<file path="src/rtl/dbuf_page_reader.sv">
// Streams one double-buffer page from the DPRAM read port onto a valid/ready interface.
// Define DBUF_RDR_HEADER_EN to prepend a header word carrying the page length.
module dbuf_page_reader #(
  parameter int unsigned P_RD_ADDR_WIDTH = 9,
  parameter int unsigned P_DATA_WIDTH    = 64,
  parameter int unsigned P_RD_LATENCY    = 1
) (
  input  logic                       clk,
  input  logic                       rst,
  input  logic                       rd_busy,
  input  logic [15:0]                dpram_len,
  output logic [P_RD_ADDR_WIDTH-1:0] rd_addr,
  input  logic [P_DATA_WIDTH-1:0]    rd_dout,
  output logic                       done,
  output logic [P_DATA_WIDTH-1:0]    dout,
  output logic                       dout_valid,
  input  logic                       dout_ready,
  output logic                       dout_last,
  output logic                       active
);

  localparam logic [16:0] PageWords = 17'(2 ** P_RD_ADDR_WIDTH);
`ifdef DBUF_RDR_HEADER_EN
  localparam logic [16:0] HdrWords = 17'd1;
`else
  localparam logic [16:0] HdrWords = 17'd0;
`endif

  typedef enum logic [2:0] {S_IDLE, S_HDR, S_READ, S_DRAIN, S_DONE, S_HOLDOFF} state_e;

  state_e                   state_q, state_d;
  logic [16:0]              len_q, len_d;
  logic [16:0]              issue_cnt_q, issue_cnt_d;
  logic [16:0]              xfer_cnt_q, xfer_cnt_d;
  logic [1:0]               hold_q, hold_d;
  logic [P_RD_LATENCY-1:0]  pipe_q, pipe_d;
  logic [P_DATA_WIDTH-1:0]  fifo_mem_q [4];
  logic [P_DATA_WIDTH-1:0]  fifo_mem_d [4];
  logic [1:0]               wr_ptr_q, wr_ptr_d, rd_ptr_q, rd_ptr_d;
  logic [2:0]               fifo_cnt_q, fifo_cnt_d;

  logic [2:0]               inflight;
  logic                     issue, push, pop, hdr_push;
  logic [P_DATA_WIDTH-1:0]  push_data;
  logic [16:0]              req_len;

`ifdef DBUF_RDR_HEADER_EN
  assign hdr_push  = (state_q == S_HDR);
  assign push_data = hdr_push ? P_DATA_WIDTH'(len_q[15:0]) : rd_dout;
`else
  assign hdr_push  = 1'b0;
  assign push_data = rd_dout;
`endif

  // Credit check: FIFO slots already taken plus reads still on their way back.
  always_comb begin
    inflight = '0;
    for (int i = 0; i < P_RD_LATENCY; i++) inflight = inflight + 3'(pipe_q[i]);
    issue   = (state_q == S_READ) && (issue_cnt_q < len_q) && ((fifo_cnt_q + inflight) < 3'd4);
    push    = pipe_q[P_RD_LATENCY-1] || hdr_push;
    pop     = (fifo_cnt_q != 3'd0) && dout_ready;
    req_len = {1'b0, dpram_len};
  end

  always_ff @(posedge clk) begin
    if (rst) state_q <= S_IDLE;
    else     state_q <= state_d;
  end

  always_comb begin
    state_d = state_q;
    unique case (state_q)
      S_IDLE: begin
        if (rd_busy) begin
`ifdef DBUF_RDR_HEADER_EN
          state_d = S_HDR;
`else
          state_d = (dpram_len == 16'd0) ? S_DONE : S_READ;
`endif
        end
      end
`ifdef DBUF_RDR_HEADER_EN
      S_HDR:     state_d = S_READ;
`endif
      S_READ:    if (issue_cnt_d >= len_q) state_d = S_DRAIN;
      S_DRAIN:   if (fifo_cnt_q == 3'd0 && inflight == 3'd0) state_d = S_DONE;
      S_DONE:    state_d = S_HOLDOFF;
      S_HOLDOFF: if (hold_q == 2'd2) state_d = S_IDLE;
      default:   state_d = S_IDLE;
    endcase
  end

  always_comb begin
    len_d       = len_q;
    issue_cnt_d = issue_cnt_q;
    xfer_cnt_d  = xfer_cnt_q;
    if (state_q == S_IDLE && rd_busy) begin
      len_d       = (req_len > PageWords) ? PageWords : req_len;
      issue_cnt_d = '0;
      xfer_cnt_d  = '0;
    end
    if (issue) issue_cnt_d = issue_cnt_q + 17'd1;
    if (pop)   xfer_cnt_d  = xfer_cnt_q + 17'd1;
    hold_d = (state_q == S_HOLDOFF) ? hold_q + 2'd1 : 2'd0;

    pipe_d[0] = issue;
    for (int i = 1; i < P_RD_LATENCY; i++) pipe_d[i] = pipe_q[i-1];

    fifo_mem_d = fifo_mem_q;
    wr_ptr_d   = wr_ptr_q;
    rd_ptr_d   = rd_ptr_q;
    if (push) begin
      fifo_mem_d[wr_ptr_q] = push_data;
      wr_ptr_d             = wr_ptr_q + 2'd1;
    end
    if (pop) rd_ptr_d = rd_ptr_q + 2'd1;
    fifo_cnt_d = fifo_cnt_q + 3'(push) - 3'(pop);
  end

  always_ff @(posedge clk) begin
    if (rst) begin
      len_q       <= '0;
      issue_cnt_q <= '0;
      xfer_cnt_q  <= '0;
      hold_q      <= '0;
      pipe_q      <= '0;
      wr_ptr_q    <= '0;
      rd_ptr_q    <= '0;
      fifo_cnt_q  <= '0;
    end else begin
      len_q       <= len_d;
      issue_cnt_q <= issue_cnt_d;
      xfer_cnt_q  <= xfer_cnt_d;
      hold_q      <= hold_d;
      pipe_q      <= pipe_d;
      wr_ptr_q    <= wr_ptr_d;
      rd_ptr_q    <= rd_ptr_d;
      fifo_cnt_q  <= fifo_cnt_d;
    end
  end

  always_ff @(posedge clk) begin
    fifo_mem_q <= fifo_mem_d;
  end

  // dout is masked so stale FIFO contents never show while nothing is valid.
  always_comb begin
    done       = (state_q == S_DONE);
    active     = (state_q != S_IDLE);
    dout_valid = (fifo_cnt_q != 3'd0);
    dout       = dout_valid ? fifo_mem_q[rd_ptr_q] : '0;
    dout_last  = dout_valid && ((xfer_cnt_q + 17'd1) == (len_q + HdrWords));
    rd_addr    = issue_cnt_q[P_RD_ADDR_WIDTH-1:0];
  end

endmodule

</file>
<file path="config.mk">
export PLATFORM = sky130hd
export DESIGN_NAME = dbuf_page_reader
export DESIGN_NICKNAME = d
export VERILOG_FILES = /design/src/rtl/dbuf_page_reader.sv
export SDC_FILE = /design/constraint.sdc
export NUM_CORES = 1
export LEC_CHECK = 0
export CAP_MARGIN = 40
export CORE_AREA = 4 4 179 181
export DETAILED_ROUTE_END_ITERATION = 8
export DIE_AREA = 0 0 183 185
export PLACE_DENSITY = 0.72
export SLEW_MARGIN = 20
export SYNTH_ARGS = -nofsm -noshare
export SYNTH_HDL_FRONTEND = slang
export SYNTH_SLANG_ARGS = --single-unit
</file>
<file path="constraint.sdc">
create_clock -name clk -period 4.45 [get_ports clk]
set_clock_uncertainty 0.1 [all_clocks]
set_input_delay 0.89 -clock clk [delete_from_list [all_inputs] [get_ports clk]]
set_output_delay 0.89 -clock clk [all_outputs]
set_load 0.01 [all_outputs]
</file>
== Word level (Yosys, flattened, before mapping) ==
Index checks and enable logic that the tools add are counted.
Word-level totals
  register bits: 320
  output and inout bits: 77
  input bits: 84
  word-level logic and storage cells: 74
Operators by class
  muxes and demuxes: 18
  bitwise operators: 3
  reductions and logical operators: 16
  equal/unequal tests: 10
  order comparisons: 7
  $add $sub $neg: 7
Operators by type and width (number)
  $bwmux 256: 1
  $mux 64: 4
  $bmux 64 s2: 1
  $demux 64 s2: 1
  $mux 17: 4
  $add 17x1->17 const B: 2
  $eq 17x17->1: 1
  $ge 17x17->1: 1
  $lt 17x17->1: 1
  $gt 16x10->1 const B: 1
  $logic_not 16->1: 1
  $mux 16: 1
  $mux 3: 5
  $pmux 3 s5: 1
  $logic_not 3->1: 3
  $logic_and 1x1->1: 7
  $add 2x1->2 const B: 3
  $eq 3x2->1 const B: 2
  $eq 3x3->1 const B: 2
  $ge 3x3->1 const B: 2
  $ne 2x2->1 const B: 3
  $not 2->3: 2
  $reduce_bool 3->1: 2
  $reduce_and 4->1: 1
  other kinds (9): 9

== Depth between registers and ports, before layout ==
Gate-level depths: netlist of run 1.
  word-level depth: 7
  depth in mapped cells: 17

== Least setup slack after synthesis of run 1 ==
OpenSTA, ideal clock, no wires.
  kind: flip-flop to flip-flop
  from: register len_q[10]
  to: register state_q[0]
  setup slack: 1.024 ns
  path buffers: 1
  data required time: 4.216 ns
  data arrival time: 3.193 ns
  cell stages (with the launch flop): 17
  path through: dfxtp_1 -> inv_1 -> ha_1 -> a21o_1 -> a21o_1 -> a21oi_2 -> o22ai_2 -> buf_2 -> nor4_1 -> mux2i_1 -> ha_1 -> a21o_1 -> a21o_1 -> a21oi_1 -> nor2_1 -> nor2_1 -> a311oi_1
Between the ends
  cells in the longest elaborated chain, start to end: 7
Ends and longest elaborated chain
  start, declared: RTL line 32  | logic [16:0] len_q, len_d;
  start signal, assigned: RTL line 131  | len_q <= len_d;
  $lt 17x17->1: RTL line 59  | issue = (state_q == S_READ) && (issue_cnt_q < len_q) && ((fifo_cnt_q + inflight) < 3'd4);
  $logic_and 1x1->1 (2 in series): RTL line 59
  $mux 17: RTL line 102  | if (issue) issue_cnt_d = issue_cnt_q + 17'd1;
  named net issue_cnt_d[10]: RTL line 33  | logic [16:0] issue_cnt_q, issue_cnt_d;
  $ge 17x17->1: RTL line 85  | S_READ: if (issue_cnt_d >= len_q) state_d = S_DRAIN;
  $ne 2x1->1 (no line)
  $reduce_and 4->1 (no line)
  end signal, assigned: RTL line 67  | else state_q <= state_d;
  end, declared: RTL line 31  | state_e state_q, state_d;
The timed path passes the listed nets, and every way through them passes these cells.
A chain may end at the register's enable or synchronous reset.

== Worst setup path after layout of run 1 ==
  from: register xfer_cnt_q[7]
  to: output port dout_last
Between the ends
  cells in the longest elaborated chain, start to end: 3
Ends and longest elaborated chain
  start, declared: RTL line 34  | logic [16:0] xfer_cnt_q, xfer_cnt_d;
  start signal, assigned: RTL line 133  | xfer_cnt_q <= xfer_cnt_d;
  $add 17x1->17: RTL line 152  | dout_last = dout_valid && ((xfer_cnt_q + 17'd1) == (len_q + HdrWords));
  $eq 17x17->1: RTL line 152
  $logic_and 1x1->1: RTL line 152
  end, declared: RTL line 18  | output logic dout_last,
No other way between the ends.

==> results of run 1 <==
area by class of cell:
| class | instances | area (um2) | area share (%) |
|---|---|---|---|
| antenna | 1 | 2.50 | 0.0144 |
| clock buffer | 40 | 916 | 5.26 |
| clock inverter | 22 | 285 | 1.64 |
| inverter | 31 | 116 | 0.668 |
| multi-input combinational | 567 | 4820 | 27.7 |
| sequential | 319 | 8960 | 51.4 |
| tap | 396 | 495 | 2.85 |
| timing repair buffer | 183 | 1820 | 10.5 |
cell usage in the layout, fill, tap and decap left out, types with 7 or more instances in the layout:
cell	instances
xor2_1	7
nand4_1	10
xnor2_1	19
nor2_1	59
dfxtp_1	59
nand3_1	23
or2_2	7
nor3_1	32
and2_1	66
ha_1	41
clkdlybuf4s50_1	158
mux2i_1	19
edfxtp_1	256
a22oi_1	14
inv_1	29
nor2b_1	10
buf_4	19
mux4_2	64
nand2_1	49
clkbuf_16	36
o21ai_0	20
a21o_1	8
a21oi_1	30
o221ai_1	8
how the worst max path moves through the flow:
| stage | end | cells past startpoint | slack (ps) | start |
|---|---|---|---|---|
| final | dout_last | 7 | 610 | xfer_cnt_q[7] |
| after detailed placement | dout_last | 8 | 480 | xfer_cnt_q[0] |
| after global placement | dout_last | 8 | 600 | xfer_cnt_q[0] |
| after floorplan | state_q[0] | 16 | 1020 | len_q[10] |
| after global routing | dout_last | 8 | 370 | xfer_cnt_q[1] |
| after CTS | dout_last | 8 | 50 | xfer_cnt_q[0] |
metrics by stage:
| step | setup WS [ps] | cell area (um2) |
|---|---|---|
| 2_1_floorplan | 1020 | 14200 |
| 3_3_place_gp | 600 | 16200 |
| 3_5_place_dp | 477 | 16200 |
| 4_1_cts | 47.3 | 17400 |
| 5_1_grt | 366 | 17400 |
| 6_report | 609 | 17400 |
critical path, cell delays in order, from the launching register on:
cell and delay, ps:
dfxtp_1 550, nand4_2 320, nor4_1 480, xnor2_1 150
a211oi_1 200, nand4_1 160, nor4_2 290, dlymetal6s2s_1 200
synth_stat cells, drive strengths merged (9+ instances only):
master    n
nand2    50
nor4      9
inv      30
nor3     32
o21ai    20
xnor2    19
edfxtp  256
mux2i    19
a21oi    31
clkbuf   32
dfxtp    63
nand3    24
ha       42
nor2b    10
and2     70
nand4    12
mux4     64
a22oi    14
buf      28
nor2     59
flip-flops by register name, summed over array words and instances (netlist names):
| signal | flops |
|---|---|
| wr_ptr_q | 2 |
| len_q | 16 |
| pipe_q | 1 |
| state_q | 3 |
| issue_cnt_q | 17 |
| rd_ptr_q | 2 |
| fifo_mem_q | 256 |
| fifo_cnt_q | 3 |
| xfer_cnt_q | 17 |
| hold_q | 2 |
metal layers:
metal	part of all wire (%)	track usage, %	vias to the layer above
met5	0.088	0	-
met4	1.8	3.81	4
met3	8.1	6.30	46
met2	48	29.6	257
met1	42	23.4	4204
li1	-	-	4054
report_power, final:
part	switching (mW)	internal, mW
registers	0.0887	3.27
clock network	1.16	1.84
logic	1.15	1.25
total	2.39	6.36
logic make-up after synthesis:
kind of cell | count (synthesis) | share of synthesized area (%)
multiplexers | 83 | 11.5
XOR/XNOR | 26 | 1.61
AO/OA/AOI/OAI | 115 | 5.51
AND/OR/NAND/NOR | 301 | 11.6
flip-flops | 319 | 63.1
buffers and inverters | 91 | 3.00
adder cells (fa/ha/maj) | 42 | 3.71
timing repair:
| action | CTS | global route |
|---|---|---|
| endpoints found under the setup margin | 1 | 1 |
| resized for setup | 0 | 5 |
| buffers inserted | 1 | 0 |
| endpoints found under the hold margin | 0 | 0 |
| pin swaps | 1 | 0 |
==> results.yml, run 1 <==
worst_hold_path:
  hold_class: "reg2reg"
  min_from: "hold_q[0]"
  min_to: "hold_q[0]"
  holdPathStages: 1
status:
  status: "completed"
cts:
  clk_latency_ps: 520
  cts-root-buf: "clkbuf_16"
  htreeDepth: 2
  clockBufferDepth: 3
  cts_tree: "built"
  hold_buffers: 0
  cts.reportedPaths.clkPinSlew_ps: 50
  cts_sinks: 319
  numCtsBuffers: 35
placed_design:
  numPortBuffers: 160
  post-place-cells: 1495
  globalplace.congestion: 0.873
  place_hpwl_um: 20000
sta:
  slew_headroom_pct: 49.4
  fin_crit_ps: 3840
  clock.fmax_mhz: 260
  finalMaxSlewViolations: 0
  period_share_pct: 86.3
  finalSetupTns_ps: 0
  finalSetupViolCount: 0
  hold_ws_ps: 324
  worst_pin_slew_ps: 757
  rsz0062_at_grt: "false"
  hold_viol: 0
logic_synthesis:
  ys_warn_count: 0
  synthesis.area_um2: 14200
  synth_edf_count: 256
  ys_async_sr_fraction_pct: 0
  syn_nets: 1103
  postSynthAreaPerCell_um2: 14.5
  synth_cells: 977
  synth_seq_area_share_pct: 63.1
  ys_ff_latch: 319
  synth_cell_types: 61
  yosys.area.top_type_share_pct: 54.2
  ys.flop_type: "edfxtp_1"
  synth.largest_area_cell: "edfxtp_1"
  synthTopCellsByArea: "edfxtp_1, mux4_2, dfxtp_1, ha_1, and2_1"
floorplan:
  io_pins: 161
  start_util_pct: 46.6
  core_um2: 30400
  die_w_um: 183
  dieArea_um2: 33900
  row_count: 64
  die_y_um: 185
detailed_routing:
  vias: 8565
  antenna_left: 0
  dr.pass1.iters: 5
  drc: 0
  first_iter_violations: 631
  vias_per_cell: 5.49
  wire_per_inst_um: 19.6
  routed_wl_um: 30600
layout:
  final_util_pct: 57.2
  final_nets: 1263
  finalNonFillerCells: 1559
  layout-drive-gt1-share_pct: 15.1
  n_fill_cell: 2335
  area_delta_synth_final_pct: 22.8
global_route:
  grt.total_usage_pct: 18.0
  grt_pass1_wl_um: 48200
  grt_antenna_before_repair: 3
  grt_max_degree: 64
  grt_pass1_vias: 8587
  grt-ovfl-total: 0
worst_setup_path:
  start_kind: "register"
  arrival_ps: 2850
  r2r_cells: 15
  rrSetupSlack_ps: 730
  path_max_fanout: 11
  end_kind: "primary output"
  rr_startpoint: "len_q[6]"
  r2r-end: "state_q[0]"
  crit_type: "reg2out"
  worstPathRequired_ps: 3460
flow_run:
  cap_violations: 0
power:
  p_per_area_nw_per_um2: 503
  vdd_ir_drop_max_uv: 466
  p_leak_nw: 5.80
  totalPowerFinal_mw: 8.76
No activity file was read; power rests on OpenSTA's default activity.
==> run 2: changes to the inputs <==
CORE_AREA = 4 4 161 202   (was 4 4 179 181)
DIE_AREA = 0 0 165 206   (was 0 0 183 185)
SETUP_SLACK_MARGIN = 0.2   (was not set)
==> run 2 against run 1 <==
Effect of this change:
- fmax shrank 3.8%
- routed wire length shrank 2.4%
- worst hold slack lost 5.6 ps
- total power shrank 6.2%
- final cell count grew 0.45%
- sequential power is essentially flat
- clock-buffer cell count shrank 3
- critical path depth grew 1
- register-to-register slack gained 40 ps
- die area grew 0.40%
- critical endpoint unchanged
- clock power shrank 18%
==> results.yml, run 2 (synthesis results as in run 1) <==
layout:
  regMostFlops: "fifo_mem_q"
  mostFrequentLayoutCell: "edfxtp_1"
  final_util_pct: 56.2
  final_cell_mix: "edfxtp_1, clkdlybuf4s50_1, and2_1"
  largestRegisters: "fifo_mem_q x256, issue_cnt_q x17, xfer_cnt_q x17"
  largest_register_ff_count: 256
  multiInputGateArea_um2: 4830
  antenna_cells: 0
  n_fill_cell: 2420
  area_delta_synth_final_pct: 21.7
  layout-drive-gt1-share_pct: 14.6
  final_nets: 1261
  seqCellArea_um2: 8960
detailed_routing:
  wire_per_inst_um: 19.0
  dr.pass1.iters: 4
  first_iter_violations: 510
  routed_wl_um: 29800
  vias: 8593
  antenna_left: 0
  drc: 0
  vias_per_cell: 5.49
floorplan:
  io_pins: 161
  core_um2: 30700
  die_y_um: 206
  die_w_um: 165
  start_util_pct: 46.2
  dieArea_um2: 34000
  row_count: 72
placed_design:
  place_hpwl_um: 19700
  globalplace.congestion: 0.847
  numPortBuffers: 160
global_route:
  grt-busiest-layer: "met2"
  grt_pass1_vias: 8658
  grt_antenna_before_repair: 1
  grt_max_degree: 64
  grt-ovfl-total: 0
  grt_util_met3_pct: 5.19
  use_met1_pct: 22.2
  grt.total_usage_pct: 17.6
  use_met2_pct: 29.7
  grt_pass1_wl_um: 46900
worst_setup_path:
  arrival_ps: 3000
  start_kind: "register"
  crit_type: "reg2out"
  path_max_fanout: 8
  end_kind: "primary output"
  worstPathRequired_ps: 3460
worst_hold_path:
  hold_class: "reg2reg"
sta:
  fin_crit_ps: 3990
  finalSetupViolCount: 0
  hold_ws_ps: 318
  finalMaxSlewViolations: 0
  finalSetupTns_ps: 0
  hold_viol: 0
  rsz0062_at_grt: "false"
  worst_pin_slew_ps: 731
  period_share_pct: 89.7
  clock.fmax_mhz: 250
  slew_headroom_pct: 51.3
power:
  vdd_ir_drop_max_uv: 418
  p_leak_nw: 5.69
  p_per_area_nw_per_um2: 476
cts:
  hold_buffers: 0
  cts.reportedPaths.clkPinSlew_ps: 70
  clk_latency_ps: 560
  cts-root-buf: "clkbuf_16"
  cts_sinks: 319
  numCtsBuffers: 31
  htreeDepth: 1
  cts_tree: "built"
  clockBufferDepth: 3
flow_run:
  cap_violations: 0
status:
  status: "completed"
==> run 2: cell count changes in the layout (fill, tap and decap cells not counted), sizes merged, moves of 2 or more <==
| cell | delta |
|---|---|
| buf | +2 |
| bufinv | -5 |
| clkbuf | -3 |
| inv | +3 |
==> run 2: worst max-delay path: stages (launching register included) <==
cell and delay [ps]:
dfxtp_1 390, ha_2 270, nand3_4 150, nor4_4 350, xnor2_1 120, a2111oi_2 360
nand4_1 180, nor4_2 310, dlygate4sd2_1 300
==> run 2: power by group <==
group	switching [mW]	total (mW)	internal [mW]
Sequential	0.0961	3.37	3.27
Clock	1.10	2.45	1.35
Combinational	1.13	2.40	1.27
==> run 2: final timing paths <==
| path | slack, ps | cells after the start | from | endpoint |
|---|---|---|---|---|
| max | 460 | 8 | xfer_cnt_q[1] | dout_last |
| min | 320 | 1 | hold_q[0] | hold_q[0] |
| max reg2reg | 770 | 15 | len_q[6] | state_q[0] |
| min reg2reg | 320 | 1 | hold_q[0] | hold_q[0] |
==> run 2: final cells by class <==
type,count,area share [%]
well taps,407,2.95
flip-flops and latches,319,51.9
clock inverters,20,0.878
inverters,31,0.675
repair buffers,185,10.9
multi-input cells,567,28.0
clock buffers,37,4.63
==> run 2: layer usage <==
| layer | wire, um | vias to the layer above | share of wire (%) |
|---|---|---|---|
| met5 | 13 | - | 0.044 |
| met4 | 668 | 2 | 2.2 |
| met3 | 2390 | 47 | 8.0 |
| met2 | 14900 | 245 | 50 |
| met1 | 11900 | 4246 | 40 |
| li1 | - | 4053 | - |
==> run 2: per-stage QoR <==
| stage | total power [mW] | setup WS, ps | area (um2) | instances |
|---|---|---|---|---|
| final | 8.21 | 457 | 17300 | 1566 |
| after CTS | 8.34 | 415 | 17300 | 1566 |
| after global routing | 8.63 | 290 | 17300 | 1566 |
| after global placement | 5.86 | 594 | 16200 | 1504 |
| after detailed placement | 5.87 | 514 | 16300 | 1508 |
| after floorplan | 4.62 | 1020 | 14200 | 977 |
==> run 2: what timing repair did <==
item | in CTS | in global routing
endpoints found under the setup margin | 1 | 0
buffers inserted | 1 | 0
gates resized for setup | 6 | 0
==> run 3: changes to the inputs <==
ABC_CLOCK_PERIOD_IN_PS = 4450   (was not set)
CORE_AREA = 2 2 159 200   (was 4 4 161 202)
DIE_AREA = 0 0 161 202   (was 0 0 165 206)
==> run 3 against run 2 <==
Effect of this change:
- sequential cell count unchanged
- first-iteration DRC count decreased by 7.1%
- via count increased by 0.13%
- sequential share of layout area about the same
- combinational power increased by 3%
- die area decreased by 4.3%
- largest cell class unchanged
==> results.yml, run 3 (synthesis results as in run 1) <==
status:
  status: "completed"
sta:
  finalSetupViolCount: 0
  slew_headroom_pct: 46.6
  rsz0062_at_grt: "false"
  period_share_pct: 87.6
  worst_pin_slew_ps: 790
  clock.fmax_mhz: 257
  hold_viol: 0
  finalSetupTns_ps: 0
  fin_crit_ps: 3900
  finalMaxSlewViolations: 0
placed_design:
  globalplace.congestion: 0.846
  placed_area_um2: 16300
  place_hpwl_um: 19800
  post-place-cells: 1507
  numPortBuffers: 160
floorplan:
  core_um2: 30600
  row_count: 72
  start_util_pct: 46.3
  die_w_um: 161
  io_pins: 161
  dieArea_um2: 32500
  die_y_um: 202
cts:
  cts_sinks: 319
  clk_latency_ps: 570
  cts_tree: "built"
  cts.reportedPaths.clkPinSlew_ps: 70
  clockBufferDepth: 3
  cts-root-buf: "clkbuf_16"
  numCtsBuffers: 31
  hold_buffers: 0
  htreeDepth: 1
power:
  totalPowerFinal_mw: 8.26
  p_per_area_nw_per_um2: 479
  p_leak_nw: 5.70
  vdd_ir_drop_max_uv: 394
layout:
  mostFrequentLayoutCell: "edfxtp_1"
  largestRegisters: "fifo_mem_q x256, issue_cnt_q x17, xfer_cnt_q x17"
  largest_register_ff_count: 256
  regMostFlops: "fifo_mem_q"
  final_cell_mix: "edfxtp_1, clkdlybuf4s50_1, and2_1"
  final_area_um2: 17200
  layout-drive-gt1-share_pct: 14.8
  final_nets: 1260
  area_delta_synth_final_pct: 21.6
  n_fill_cell: 2473
  finalNonFillerCells: 1566
  antenna_cells: 0
detailed_routing:
  routed_wl_um: 30800
  first_iter_violations: 474
  vias_per_cell: 5.49
  vias: 8604
  antenna_left: 0
  dr.pass1.iters: 5
  drc: 0
  wire_per_inst_um: 19.7
worst_setup_path:
  crit_chain: "ha_2 -> nand3_4 -> nor4_4 -> xnor2_1 -> a2111oi_2 -> nand4_1 -> nor4_2 -> dlygate4sd2_1"
  crit_path_top_delay_cell: "dfxtp_1"
  worstPathRequired_ps: 3460
  cp.buffers_inverters: 1
  start_kind: "register"
  path_max_fanout: 8
  slowest_delay_ps: 390
  critPathTopFamily: "simple AND/OR/NAND/NOR gates"
  crit_type: "reg2out"
  arrival_ps: 2910
  end_kind: "primary output"
flow_run:
  cap_violations: 0
global_route:
  grt_max_degree: 66
  grt-ovfl-total: 0
  grt.total_usage_pct: 19.1
  use_met2_pct: 33.9
  grt_pass1_vias: 9164
  grt-busiest-layer: "met2"
  grt_antenna_before_repair: 0
  grt_pass1_wl_um: 49000
  grt_util_met3_pct: 5.07
  use_met1_pct: 22.7
worst_hold_path:
  hold_class: "reg2reg"
## run 3: cell types whose count changed in the layout (fill, tap and decap cells not counted)
cell | previous run | this run
clkinv_2 | 1 | 6
clkinv_4 | 1 | 5
buf_12 | 2 | 5
clkinvlp_4 | 5 | 2
inv_6 | 5 | 2
buf_16 | 4 | 2
buf_4 | 19 | 17
clkinv_1 | 8 | 6
## run 3: layout make-up
type	instances	area, um2	share of cell area [%]
sequential	319	8960	51.9
inverter	31	116	0.675
clock buffer	37	798	4.63
timing repair buffer	184	1880	10.9
tap	407	509	2.95
clock inverter	21	155	0.900
multi-input combinational	567	4830	28.0
## run 3: final timing paths
kind	start	endpoint	slack, ps	cells past startpoint
setup reg to reg	state_q[0]	state_q[0]	680	13
setup / recovery	xfer_cnt_q[1]	dout_last	550	8
hold / removal	hold_q[0]	hold_q[0]	320	1
hold reg to reg	hold_q[0]	hold_q[0]	320	1
## run 3: report_power, final
group	switching (mW)	internal, mW
clock	1.11	1.35
combinational	1.17	1.29
sequential	0.0814	3.27
## run 3: timing repair
item | 4_1_cts | 5_1_grt
setup buffers | 1 | 0
resized for setup | 6 | 0
endpoints found under the setup margin | 1 | 0
## run 3: through the flow
stage	worst slack (ps)	hold WS [ps]	util, %
6_report	552	316	56.3
5_1_grt	289	342	56.3
4_1_cts	481	319	56.3
3_5_place_dp	449	310	53.1
3_3_place_gp	549	300	52.8
2_1_floorplan	1020	292	-
## run 3: worst register-to-register path: cells and delay by family, from the launching register on
family | cells | cell delay, ps
AO/OA/AOI/OAI | 2 | 380
adder cells (fa/ha/maj) | 1 | 280
buffers and inverters | 1 | 230
flip-flops | 1 | 460
multiplexers | 1 | 120
AND/OR/NAND/NOR | 8 | 2100
## run 3: layer usage
layer  part of all wire [%]  vias to the layer above
met1                     40                     4286
met4                    2.6                        0
met5                      0                        -
met3                    7.0                       51
li1                       -                     4042
met2                     51                      225
